$ cat src/rtl/cart_download_ctrl.sv
// rtl/cart_download_ctrl.sv - multi-slot cartridge download controller with skip-logo reset sequencing
//
// Purpose: takes the ioctl download stream, forwards accepted bytes to cart RAM
// one cycle later, and learns a per-slot power-of-two address mask and loaded size.
// After a completed download with skip_en set, it produces a delayed skip_reset pulse.
//
// Ports:
//   clk_sys, reset                          clock, async active-high reset
//   dl_active, dl_wr, dl_addr, dl_data      download stream
//   dl_index                                target slot of the download
//   skip_en                                 request the skip-logo reset pulse
//   sel_slot                                slot reported on addr_mask / size
//   cart_we, cart_addr, cart_data, cart_slot registered write port to cart RAM
//   addr_mask, size                         learned mask and size of sel_slot
//   loaded                                  per-slot download-completed flags
//   overflow                                sticky dropped-write flag
//   skip_reset                              reset request to the core
module cart_download_ctrl #(
    parameter int ADDR_W     = 15,
    parameter int SLOTS      = 2,
    parameter int SKIP_DELAY = 5000000,
    parameter int SKIP_PULSE = 1000
) (
    input  logic              clk_sys,
    input  logic              reset,
    input  logic              dl_active,
    input  logic              dl_wr,
    input  logic [24:0]       dl_addr,
    input  logic [7:0]        dl_data,
    input  logic [7:0]        dl_index,
    input  logic              skip_en,
    input  logic [2:0]        sel_slot,
    output logic              cart_we,
    output logic [ADDR_W-1:0] cart_addr,
    output logic [7:0]        cart_data,
    output logic [2:0]        cart_slot,
    output logic [ADDR_W-1:0] addr_mask,
    output logic [ADDR_W:0]   size,
    output logic [SLOTS-1:0]  loaded,
    output logic              overflow,
    output logic              skip_reset
);

    typedef enum logic [1:0] {IDLE, LOAD, WAIT, PULSE} state_t;

    localparam int WAIT_CYC = SKIP_DELAY - SKIP_PULSE;

    state_t              state_q, state_d;
    logic                dl_active_q, dl_active_d;
    logic [7:0]          tgt_q, tgt_d;
    logic [31:0]         cnt_q, cnt_d;
    logic [ADDR_W-1:0]   mask_q [SLOTS];
    logic [ADDR_W-1:0]   mask_d [SLOTS];
    logic [ADDR_W:0]     size_q [SLOTS];
    logic [ADDR_W:0]     size_d [SLOTS];
    logic [SLOTS-1:0]    loaded_q, loaded_d;
    logic                overflow_q, overflow_d;
    logic                cart_we_q, cart_we_d;
    logic [ADDR_W-1:0]   cart_addr_q, cart_addr_d;
    logic [7:0]          cart_data_q, cart_data_d;
    logic [2:0]          cart_slot_q, cart_slot_d;
    logic                skip_q, skip_d;

    logic                rise;
    logic                fall;
    logic [7:0]          tgt;
    logic                tgt_ok;
    logic                addr_oor;
    logic [ADDR_W-1:0]   a;
    logic [ADDR_W:0]     a_p1;

    // Fill every bit at and below the highest set bit: smallest 2^n-1 covering a.
    function automatic logic [ADDR_W-1:0] smear(input logic [ADDR_W-1:0] v);
        logic [ADDR_W-1:0] s;
        s = v;
        for (int i = ADDR_W - 2; i >= 0; i--) begin
            s[i] = s[i+1] | v[i];
        end
        return s;
    endfunction

    always_comb begin
        state_d     = state_q;
        dl_active_d = dl_active;
        tgt_d       = tgt_q;
        cnt_d       = cnt_q;
        mask_d      = mask_q;
        size_d      = size_q;
        loaded_d    = loaded_q;
        overflow_d  = overflow_q;
        cart_we_d   = 1'b0;
        cart_addr_d = cart_addr_q;
        cart_data_d = cart_data_q;
        cart_slot_d = cart_slot_q;
        skip_d      = skip_q;

        rise     = dl_active & ~dl_active_q;
        fall     = ~dl_active & dl_active_q;
        // On the rising-edge cycle the new index applies immediately.
        tgt      = rise ? dl_index : tgt_q;
        tgt_ok   = (tgt < 8'(SLOTS));
        addr_oor = ((dl_addr >> ADDR_W) != 25'd0);
        a        = dl_addr[ADDR_W-1:0];
        a_p1     = {1'b0, a} + (ADDR_W+1)'(1);

        if (rise) begin
            state_d = LOAD;
            tgt_d   = dl_index;
            cnt_d   = 32'd0;
            skip_d  = 1'b0;
            if (tgt_ok) begin
                overflow_d = 1'b0;
                for (int i = 0; i < SLOTS; i++) begin
                    if (tgt == 8'(i)) begin
                        mask_d[i]   = '0;
                        size_d[i]   = '0;
                        loaded_d[i] = 1'b0;
                    end
                end
            end
        end else begin
            case (state_q)
                LOAD: begin
                    if (fall) begin
                        for (int i = 0; i < SLOTS; i++) begin
                            if (tgt == 8'(i)) loaded_d[i] = 1'b1;
                        end
                        cnt_d   = 32'd0;
                        state_d = (skip_en && tgt_ok) ? WAIT : IDLE;
                    end
                end
                WAIT: begin
                    if (cnt_q == 32'(WAIT_CYC - 1)) begin
                        cnt_d   = 32'd0;
                        skip_d  = 1'b1;
                        state_d = PULSE;
                    end else begin
                        cnt_d = cnt_q + 32'd1;
                    end
                end
                PULSE: begin
                    if (cnt_q == 32'(SKIP_PULSE - 1)) begin
                        cnt_d   = 32'd0;
                        skip_d  = 1'b0;
                        state_d = IDLE;
                    end else begin
                        cnt_d = cnt_q + 32'd1;
                    end
                end
                default: ;
            endcase
        end

        // Writes build on mask_d/size_d so the rising-edge clear is the base.
        if ((state_q == LOAD || rise) && dl_wr) begin
            if (!tgt_ok || addr_oor) begin
                overflow_d = 1'b1;
            end else begin
                for (int i = 0; i < SLOTS; i++) begin
                    if (tgt == 8'(i)) begin
                        mask_d[i] = mask_d[i] | smear(a);
                        if (a_p1 > size_d[i]) size_d[i] = a_p1;
                    end
                end
                cart_we_d   = 1'b1;
                cart_addr_d = a;
                cart_data_d = dl_data;
                cart_slot_d = tgt[2:0];
            end
        end
    end

    always_ff @(posedge clk_sys or posedge reset) begin
        if (reset) begin
            state_q     <= IDLE;
            dl_active_q <= 1'b0;
            tgt_q       <= 8'd0;
            cnt_q       <= 32'd0;
            for (int i = 0; i < SLOTS; i++) begin
                mask_q[i] <= '0;
                size_q[i] <= '0;
            end
            loaded_q    <= '0;
            overflow_q  <= 1'b0;
            cart_we_q   <= 1'b0;
            cart_addr_q <= '0;
            cart_data_q <= 8'd0;
            cart_slot_q <= 3'd0;
            skip_q      <= 1'b0;
        end else begin
            state_q     <= state_d;
            dl_active_q <= dl_active_d;
            tgt_q       <= tgt_d;
            cnt_q       <= cnt_d;
            mask_q      <= mask_d;
            size_q      <= size_d;
            loaded_q    <= loaded_d;
            overflow_q  <= overflow_d;
            cart_we_q   <= cart_we_d;
            cart_addr_q <= cart_addr_d;
            cart_data_q <= cart_data_d;
            cart_slot_q <= cart_slot_d;
            skip_q      <= skip_d;
        end
    end

    always_comb begin
        addr_mask = '0;
        size      = '0;
        for (int i = 0; i < SLOTS; i++) begin
            if (sel_slot == 3'(i)) begin
                addr_mask = mask_q[i];
                size      = size_q[i];
            end
        end
    end

    assign cart_we    = cart_we_q;
    assign cart_addr  = cart_addr_q;
    assign cart_data  = cart_data_q;
    assign cart_slot  = cart_slot_q;
    assign loaded     = loaded_q;
    assign overflow   = overflow_q;
    assign skip_reset = skip_q;

endmodule

$ cat config.mk
export PLATFORM = sky130hd
export DESIGN_NAME = cart_download_ctrl
export DESIGN_NICKNAME = d
export VERILOG_FILES = /design/src/rtl/cart_download_ctrl.sv
export SDC_FILE = /design/constraint.sdc
export NUM_CORES = 1
export LEC_CHECK = 0
export CORE_MARGIN = 3
export CORE_UTILIZATION = 50
export DETAILED_ROUTE_END_ITERATION = 8
export PLACE_DENSITY = 0.72
export SYNTH_ARGS = -nofsm -noshare
export SYNTH_HDL_FRONTEND = slang
export SYNTH_SLANG_ARGS = --single-unit
$ cat constraint.sdc
create_clock -name clk_sys -period 11.06 [get_ports clk_sys]
set_clock_uncertainty 0.1 [all_clocks]
set_input_delay 2.212 -clock clk_sys [delete_from_list [all_inputs] [get_ports clk_sys]]
set_output_delay 2.212 -clock clk_sys [all_outputs]
set_load 0.005 [all_outputs]
## Word-level counts from Yosys, hierarchy flattened

Index checks and enable logic that the tools add are counted.

- Input port bits: 49
- Bits in registers: 136
- Output and inout bits: 62

- Mux-type cells: 52
- Reduce and logical (&&, ||, !) cells: 18
- Order comparisons: 3
- Add/subtract/negate cells: 2
- Bitwise operators: 21
- Equality and inequality tests: 11

Operators by type and width:

| kind | number |
|---|---|
| two-way mux 32 bit | 8 |
| two-way mux 16 bit | 8 |
| two-way mux 30 bit | 4 |
| case mux 32 bit (3 select lines) | 1 |
| two-way mux 15 bit | 6 |
| adder 32 x 1 -> 32 bit (second input constant) | 1 |
| == test 32 x 10 -> 1 bit (second input constant) | 1 |
| == test 32 x 23 -> 1 bit (second input constant) | 1 |
| greater-than comparator 16 bit | 2 |
| bitwise OR 15 bit | 2 |
| nonzero test 25 bit | 1 |
| two-way mux 2 bit | 9 |
| adder 15 x 1 -> 16 bit (second input constant) | 1 |
| bitwise OR 1 bit | 14 |
| two-way mux 1 bit | 13 |
| AND reduction 4 bit | 3 |
| inequality test 3 bit (second input constant) | 3 |
| == test 8 x 1 -> 1 bit (second input constant) | 1 |
| logical NOT 8 bit | 1 |
| less-than comparator 8 x 2 -> 1 bit (second input constant) | 1 |
| two-way mux 8 bit | 1 |
| case mux 2 bit (3 select lines) | 1 |
| == test 2 bit (second input constant) | 2 |
| AND reduction 2 bit | 2 |
| other kinds (14) | 20 |

## Longest topological paths before layout

Gate-level depths: netlist of the first run.

- Depth after elaboration: 18
- Mapped depth: 18
- Mapped depth without buffers: 15

## Worst setup path after synthesis of the first run

OpenSTA, ideal clock, no wires.

- Kind: input port to flip-flop
- Start point: input dl_active
- End point: register size_q[6] in the netlist's numbering
- Arrival: 5133 ps
- Required time: 10828 ps
- Setup time: 132 ps
- Stages: 17
- Path slack: 5695 ps
- Path through: ha_1 > nand2b_1 > or4_1 > or3b_2 > clkbuf_1 > clkbuf_1 > nand2_1 > inv_1 > ha_1 > nor2b_1 > o21a_1 > o21ai_0 > a211o_1 > a211o_1 > buf_6 > buf_6 > mux2i_1

RTL lines:

| item | RTL line | text |
|---|---|---|
| start: declaration | 26 | `input logic dl_active,` |
| end signal: assignment | 196 | `size_q <= size_d;` |
| end: declaration | 54 | `logic [ADDR_W:0] size_q [SLOTS];` |

==> flow_summary.json, run 1 <==
{
  "syn_area_um2": 7200,
  "powerDensity_nw_per_um2": 140,
  "path_clk_slew_ns": 0.05,
  "vias": 6087,
  "hold_viol": 0,
  "required_ns": 11.28,
  "maxSlewViolCount": 0,
  "criticalPathCategory": "input port to flop",
  "cpMaxStageDelayCell": "or3b_2",
  "final_cells": 1045,
  "synth_edf_count": 0,
  "endpoint_kind": "flop",
  "r2r-start": "dl_active_q$_DFF_PP0_",
  "dieHeight_um": 126,
  "ys.flop_type": "dfrtp_1",
  "synth-seq-cells": 136,
  "root_buffer": "clkbuf_16",
  "cts_made_buffers": 17,
  "crit_family": "simple AND/OR/NAND/NOR gates",
  "hpwl_mm": 13.4,
  "crit_buf_inv": 1,
  "period_share": 0.614,
  "slowest_delay_ns": 0.78,
  "grt_pass1_vias": 6297,
  "post_cts_buffers": 0,
  "r2r_setup_slack_ns": 6.16,
  "min_path_type": "flop to flop",
  "synth.avg_cell_area_um2": 9.49,
  "crit_fanout": 31,
  "r2r-end": "size_q[1]$_DFF_PP0_",
  "io_pins": 111,
  "yosysTopAreaCell": "dfrtp_1",
  "row_count": 43,
  "rsz0062_at_grt": "false",
  "drt_first_iter_violations": 505,
  "cts_max_path_buffers": 2,
  "via_per_inst": 5.82,
  "cts_resized": 0,
  "synthTopCellsByArea": "dfrtp_1 (47%), nand2_1 (8.1%), ha_1 (6.1%)",
  "drtPass1Iterations": 5,
  "ant_nets": 0,
  "num-fill-cells": 1132,
  "syn-instance-count": 759,
  "async_flop_share": 1.00,
  "antenna_cells": 0,
  "core_um2": 14000,
  "hp-start": "cart_addr[13]$_DFFE_PP0P_",
  "yosysUniqueCellTypes": 45,
  "avgRoutedWirePerCell_um": 18.3,
  "start_util": 0.515,
  "grt-ovfl-total": 0,
  "dieWidth_um": 126,
  "yosys.area.top_type_share": 0.473,
  "register_area_um2": 3400,
  "final_common_cell": "nand2_1",
  "maxCapViolCount": 0,
  "timing.fmax_ghz": 0.147,
  "grt_start_max_net_pins": 77,
  "grt_pass1_wl_mm": 31.9,
  "yosysSeqAreaShare": 0.473,
  "cp_cell_sequence": "clkdlybuf4s50_1 -> ha_1 -> nand2b_1 -> or4_1 -> or3b_2 -> nand2_1 -> ha_1 -> and4_1 -> a41oi_1 -> o21ai_0 -> a21oi_1 -> a211o_1 -> mux2i_1",
  "vdd_drop_max_v": 0.000124,
  "die-area_um2": 15900,
  "start_kind": "input port",
  "syn_to_final_growth_pct": 25.3,
  "holdPathEnd": "cart_addr[13]$_DFFE_PP0P_",
  "nets": 939,
  "hold_buffers": 0,
  "drc": 0,
  "status": "complete, no violations",
  "cts.sinks": 136,
  "tightest_slew_ns": 0.929,
  "hold_depth": 2,
  "p_leak_nw": 4.26,
  "htree_num_levels": 4,
  "synth_nets": 843,
  "ys_warn_count": 0,
  "routabilityCongestion": 0.946,
  "tritoncts": "built",
  "power_w": 0.00127,
  "totalWireLength_mm": 19.1,
  "worst_path_most_repeated_cell": "ha_1",
  "setup-violations-final": 0,
  "post-route-min-period_ns": 6.79,
  "grtUsageTotal": 0.250,
  "worstPathArrival_ns": 7.01,
  "relSlewSlack": 0.380,
  "io_buffers": 110,
  "placedCellCount": 1016,
  "antenna_found_initial": 0,
  "insertion_delay_ns": 0.42,
  "multi_input_area_um2": 3550,
  "reg2regPathDepth": 13,
  "layout-drive-gt1-share": 0.0543,
  "final_cell_mix": "nand2_1 (155), dfrtp_1 (136), clkdlybuf4s50_1 (110), o21ai_0 (46)",
  "tns_ns": 0
}
## how the worst max path moves through the flow
stage                   start                       end  slack (ns)  depth (start not counted)
detailed placement  dl_active       size_q[1]$_DFF_PP0_        3.95                         13
global route        dl_active      size_q[13]$_DFF_PP0_        3.93                         13
finish              dl_active       size_q[1]$_DFF_PP0_        4.27                         13
global placement    dl_active       size_q[2]$_DFF_PP0_        4.18                         13
floorplan               reset  cart_addr[0]$_DFFE_PP0P_        5.11                          1
CTS                 dl_active       size_q[1]$_DFF_PP0_        4.31                         13
## area by class of cell
| type | count | share of cell area |
|---|---|---|
| Clock buffer | 20 | 0.0506 |
| Clock inverter | 9 | 0.0166 |
| Inverter | 26 | 0.0111 |
| Multi-Input combinational cell | 559 | 0.393 |
| Sequential cell | 136 | 0.377 |
| Tap cell | 180 | 0.0250 |
| Timing Repair Buffer | 115 | 0.126 |
## power by group
group / total (W) / internal (W) / leakage (nW) / switching (W)
combinational: 0.000149 / 0.0000535 / 2.11 / 0.0000958
sequential: 0.000528 / 0.000512 / 1.86 / 0.0000157
clock: 0.000590 / 0.000384 / 0.294 / 0.000206
total: 0.00127 / 0.000949 / 4.26 / 0.000318
## registers in the layout, indices dropped and copies added (netlist names)
signal / count
cart_slot: 3
skip_reset: 1
cnt_q: 32
state_q: 2
tgt_q: 8
cart_addr: 15
size_q: 32
cart_data: 8
mask_q: 30
cart_we: 1
overflow: 1
loaded: 2
dl_active_q: 1
## worst reg2reg max path, stage by stage (launching register included)
cell and delay [ns]:
dfrtp_1 0.36, inv_1 0.05, ha_1 0.67, nand2b_1 0.09, or4_1 0.47, or3b_2 0.78
nand2_1 0.25, ha_1 0.27, and4_1 0.24, a41oi_1 0.21, o21ai_0 0.10, a21oi_1 0.17
a211o_1 0.75, mux2i_1 0.30
## cells in the mapped netlist, types with 4 or more instances
cell and count:
nand2_1 155, dfrtp_1 136, o21ai_0 46, nor2_1 36, ha_1 35, mux2i_1 35, clkbuf_1 33, a22o_1 32
xor2_1 27, inv_1 26, nand3_1 24, a21oi_1 20, nor3_1 16, nand4_1 15, and3_1 13, and4_1 13
nor4_1 13, or3_1 8, xnor2_1 8, a31oi_1 7, mux2_2 7, nand2b_1 7, and2_1 5, a211o_1 4
a21o_1 4
## kinds of logic (layout without fill, tap and decap cells)
logic type	Yosys count	in the layout	share of synthesized area
mux	42	42	0.0596
buf+inv	64	170	0.0360
compound gates	125	125	0.114
flops	136	136	0.473
xor+xnor	35	35	0.0426
fa+ha+maj	35	35	0.0608
simple gates	322	322	0.214
## layer usage
layer,vias up,GRT usage,wire length [um]
met5,-,0,0
met4,0,0.109,650
met3,44,0.0568,1100
met2,208,0.410,9190
met1,2968,0.320,8160
li1,2867,-,-
## metrics by stage
step	hold WS [ns]	utilization	worst slack [ns]	area, um2
3_5_place_dp	0.359	0.602	3.95	8420
5_1_grt	0.390	0.645	3.93	9020
6_report	0.369	0.645	4.27	9020
3_3_place_gp	0.350	0.602	4.18	8420
4_1_cts	0.372	0.645	4.31	9020
2_1_floorplan	0.350	-	5.11	7200
(Power assumes the default switching activity.)
==> run 2, diff against run 1 <==
Settings changed: CORE_UTILIZATION 50 to 49, PLACE_DENSITY 0.72 to 0.74.
Clock period 11.06 ns to 6.1 ns, I/O delays scaled along.
==> run 2 against run 1 <==
  * Worst setup slack got worse by 3.5 ns
  * Wire length fell by 0.15%
  * Via count rose by 0.16%
  * Power rose by 83%
  * Non-clock buffer count rose by 4
  * Highest routed layer unchanged
==> flow_summary.json, run 2 (synthesis results as in run 1) <==
{
  "setup-violations-final": 0,
  "cts_made_buffers": 17,
  "start_util": 0.509,
  "endpoint_kind": "flop",
  "worstPathArrival_ns": 5.51,
  "drt_first_iter_violations": 434,
  "timing.fmax_ghz": 0.189,
  "rsz0062_at_grt": "false",
  "tritoncts": "built",
  "nets": 943,
  "p_leak_nw": 4.28,
  "crit_buf_inv": 2,
  "register_area_um2": 3400,
  "start_kind": "input port",
  "switching_share": 0.261,
  "required_ns": 6.33,
  "maxCapViolCount": 0,
  "vdd_drop_max_v": 0.000194,
  "dieHeight_um": 127,
  "io_pins": 111,
  "slowest_delay_ns": 0.79,
  "post-route-min-period_ns": 5.28,
  "grt_pass1_wl_mm": 31.4,
  "die-area_um2": 16200,
  "hold_viol": 0,
  "routabilityCongestion": 1.01,
  "hpwl_mm": 13.7,
  "hold_buffers": 0,
  "htree_num_levels": 4,
  "status": "complete, no violations",
  "antenna_found_initial": 0,
  "core_um2": 14100,
  "period_share": 0.865,
  "grt_pass1_vias": 6220,
  "final_cells": 1051,
  "crit_family": "simple AND/OR/NAND/NOR gates",
  "grtUsageTotal": 0.241,
  "drc": 0,
  "antenna_cells": 0,
  "critical_path_depth": 14,
  "num-fill-cells": 1161,
  "tns_ns": 0,
  "r2r-end": "size_q[13]$_DFF_PP0_",
  "criticalPathCategory": "input port to flop",
  "ant_nets": 0,
  "io_buffers": 110,
  "holdPathEnd": "cart_addr[1]$_DFFE_PP0P_",
  "via_per_inst": 5.80,
  "hold_depth": 2,
  "worst_path_most_repeated_cell": "ha_1",
  "cts_max_path_buffers": 2,
  "relSlewSlack": 0.260,
  "multi_input_area_um2": 3550,
  "vias": 6097,
  "drtPass1Iterations": 5,
  "row_count": 43,
  "reg_top3": "cnt_q (32), size_q (32), mask_q (30)",
  "tightest_slew_ns": 1.11,
  "combPwrFrac": 0.117,
  "r2r-start": "dl_active_q$_DFF_PP0_",
  "dieWidth_um": 127,
  "grt-ovfl-total": 0,
  "insertion_delay_ns": 0.42,
  "path_clk_slew_ns": 0.06,
  "final_cell_mix": "nand2_1 (155), dfrtp_1 (136), clkdlybuf4s50_1 (110), o21ai_0 (46)",
  "avgRoutedWirePerCell_um": 18.2,
  "layout-drive-gt1-share": 0.0620,
  "power.share.clock": 0.471,
  "crit_fanout": 31,
  "reg2regPathDepth": 14,
  "hp-start": "cart_addr[1]$_DFFE_PP0P_",
  "cp_cell_sequence": "clkdlybuf4s50_1 -> ha_1 -> nand2b_1 -> or4_1 -> or3b_2 -> nand2_1 -> ha_1 -> and4_1 -> a41oi_1 -> o21ai_0 -> a21oi_1 -> a211o_1 -> buf_4 -> mux2i_1",
  "final_util": 0.641,
  "min_path_type": "flop to flop",
  "totalWireLength_mm": 19.1,
  "placedCellCount": 1020,
  "post_cts_buffers": 0,
  "maxSlewViolCount": 0,
  "power_w": 0.00231,
  "cts_resized": 0,
  "p_int_w": 0.00171,
  "grt_start_max_net_pins": 92,
  "switchingPower_w": 0.000603,
  "final_common_cell": "nand2_1",
  "p_seq_frac": 0.413,
  "powerDensity_nw_per_um2": 255,
  "root_buffer": "clkbuf_16",
  "cts.sinks": 136,
  "cpMaxStageDelayCell": "or3b_2",
  "r2r_setup_slack_ns": 1.71,
  "syn_to_final_growth_pct": 26.0
}
run 2: changes by cell type in the layout (fill, tap and decap cells not counted):
cell | before | now
buf_4 | 5 | 9
clkbuf_1 | 1 | 0
clkbuf_8 | 2 | 0
clkinv_2 | 3 | 1
clkinv_4 | 0 | 4
clkinvlp_4 | 2 | 3
inv_6 | 0 | 2
run 2: metal layers:
metal / vias up / global-route usage / routed length (um)
met1: 2974 / 0.319 / 8440
met2: 206 / 0.397 / 9050
met5: - / 0 / 0
li1: 2884 / - / -
met3: 33 / 0.0644 / 1280
met4: 0 / 0.0637 / 311
run 2: area by class of cell:
type,count,area share
clock inverters,14,0.0221
clock buffers,17,0.0469
inverters,26,0.0110
flip-flops and latches,136,0.375
repair buffers,119,0.129
multi-input cells,559,0.391
well taps,180,0.0248
run 2: worst reg2reg max path, delay by kind of cell (launching register included):
kind | cells | cell delay, ns
simple gates | 5 | 1.81
flops | 1 | 0.36
compound gates | 4 | 0.69
fa+ha+maj | 2 | 0.73
buf+inv | 2 | 0.35
mux | 1 | 0.26
run 2: how the worst max path moves through the flow:
stage	slack, ns	end	from
finish	0.82	size_q[13]$_DFF_PP0_	dl_active
global route	0.50	size_q[12]$_DFF_PP0_	dl_active
CTS	0.87	size_q[0]$_DFF_PP0_	dl_active
detailed placement	0.45	size_q[12]$_DFF_PP0_	dl_active
global placement	0.60	size_q[14]$_DFF_PP0_	dl_active
floorplan	1.14	cart_addr[0]$_DFFE_PP0P_	reset
run 2: power groups by stage:
stage / sequential [W] / combinational [W] / clock [W]
final: 0.000954 / 0.000270 / 0.00109
after global routing: 0.000958 / 0.000306 / 0.00115
after CTS: 0.000954 / 0.000270 / 0.00110
after detailed placement: 0.000970 / 0.000267 / 0
after global placement: 0.000969 / 0.000260 / 0
after floorplan: 0.000964 / 0.000175 / 0
run 2: metrics by stage:
step	setup WS (ns)	instance area (um2)	hold WS, ns
global route	0.501	9070	0.403
CTS	0.871	9070	0.369
finish	0.822	9070	0.365
global placement	0.598	8450	0.349
floorplan	1.14	7200	0.350
detailed placement	0.449	8450	0.356
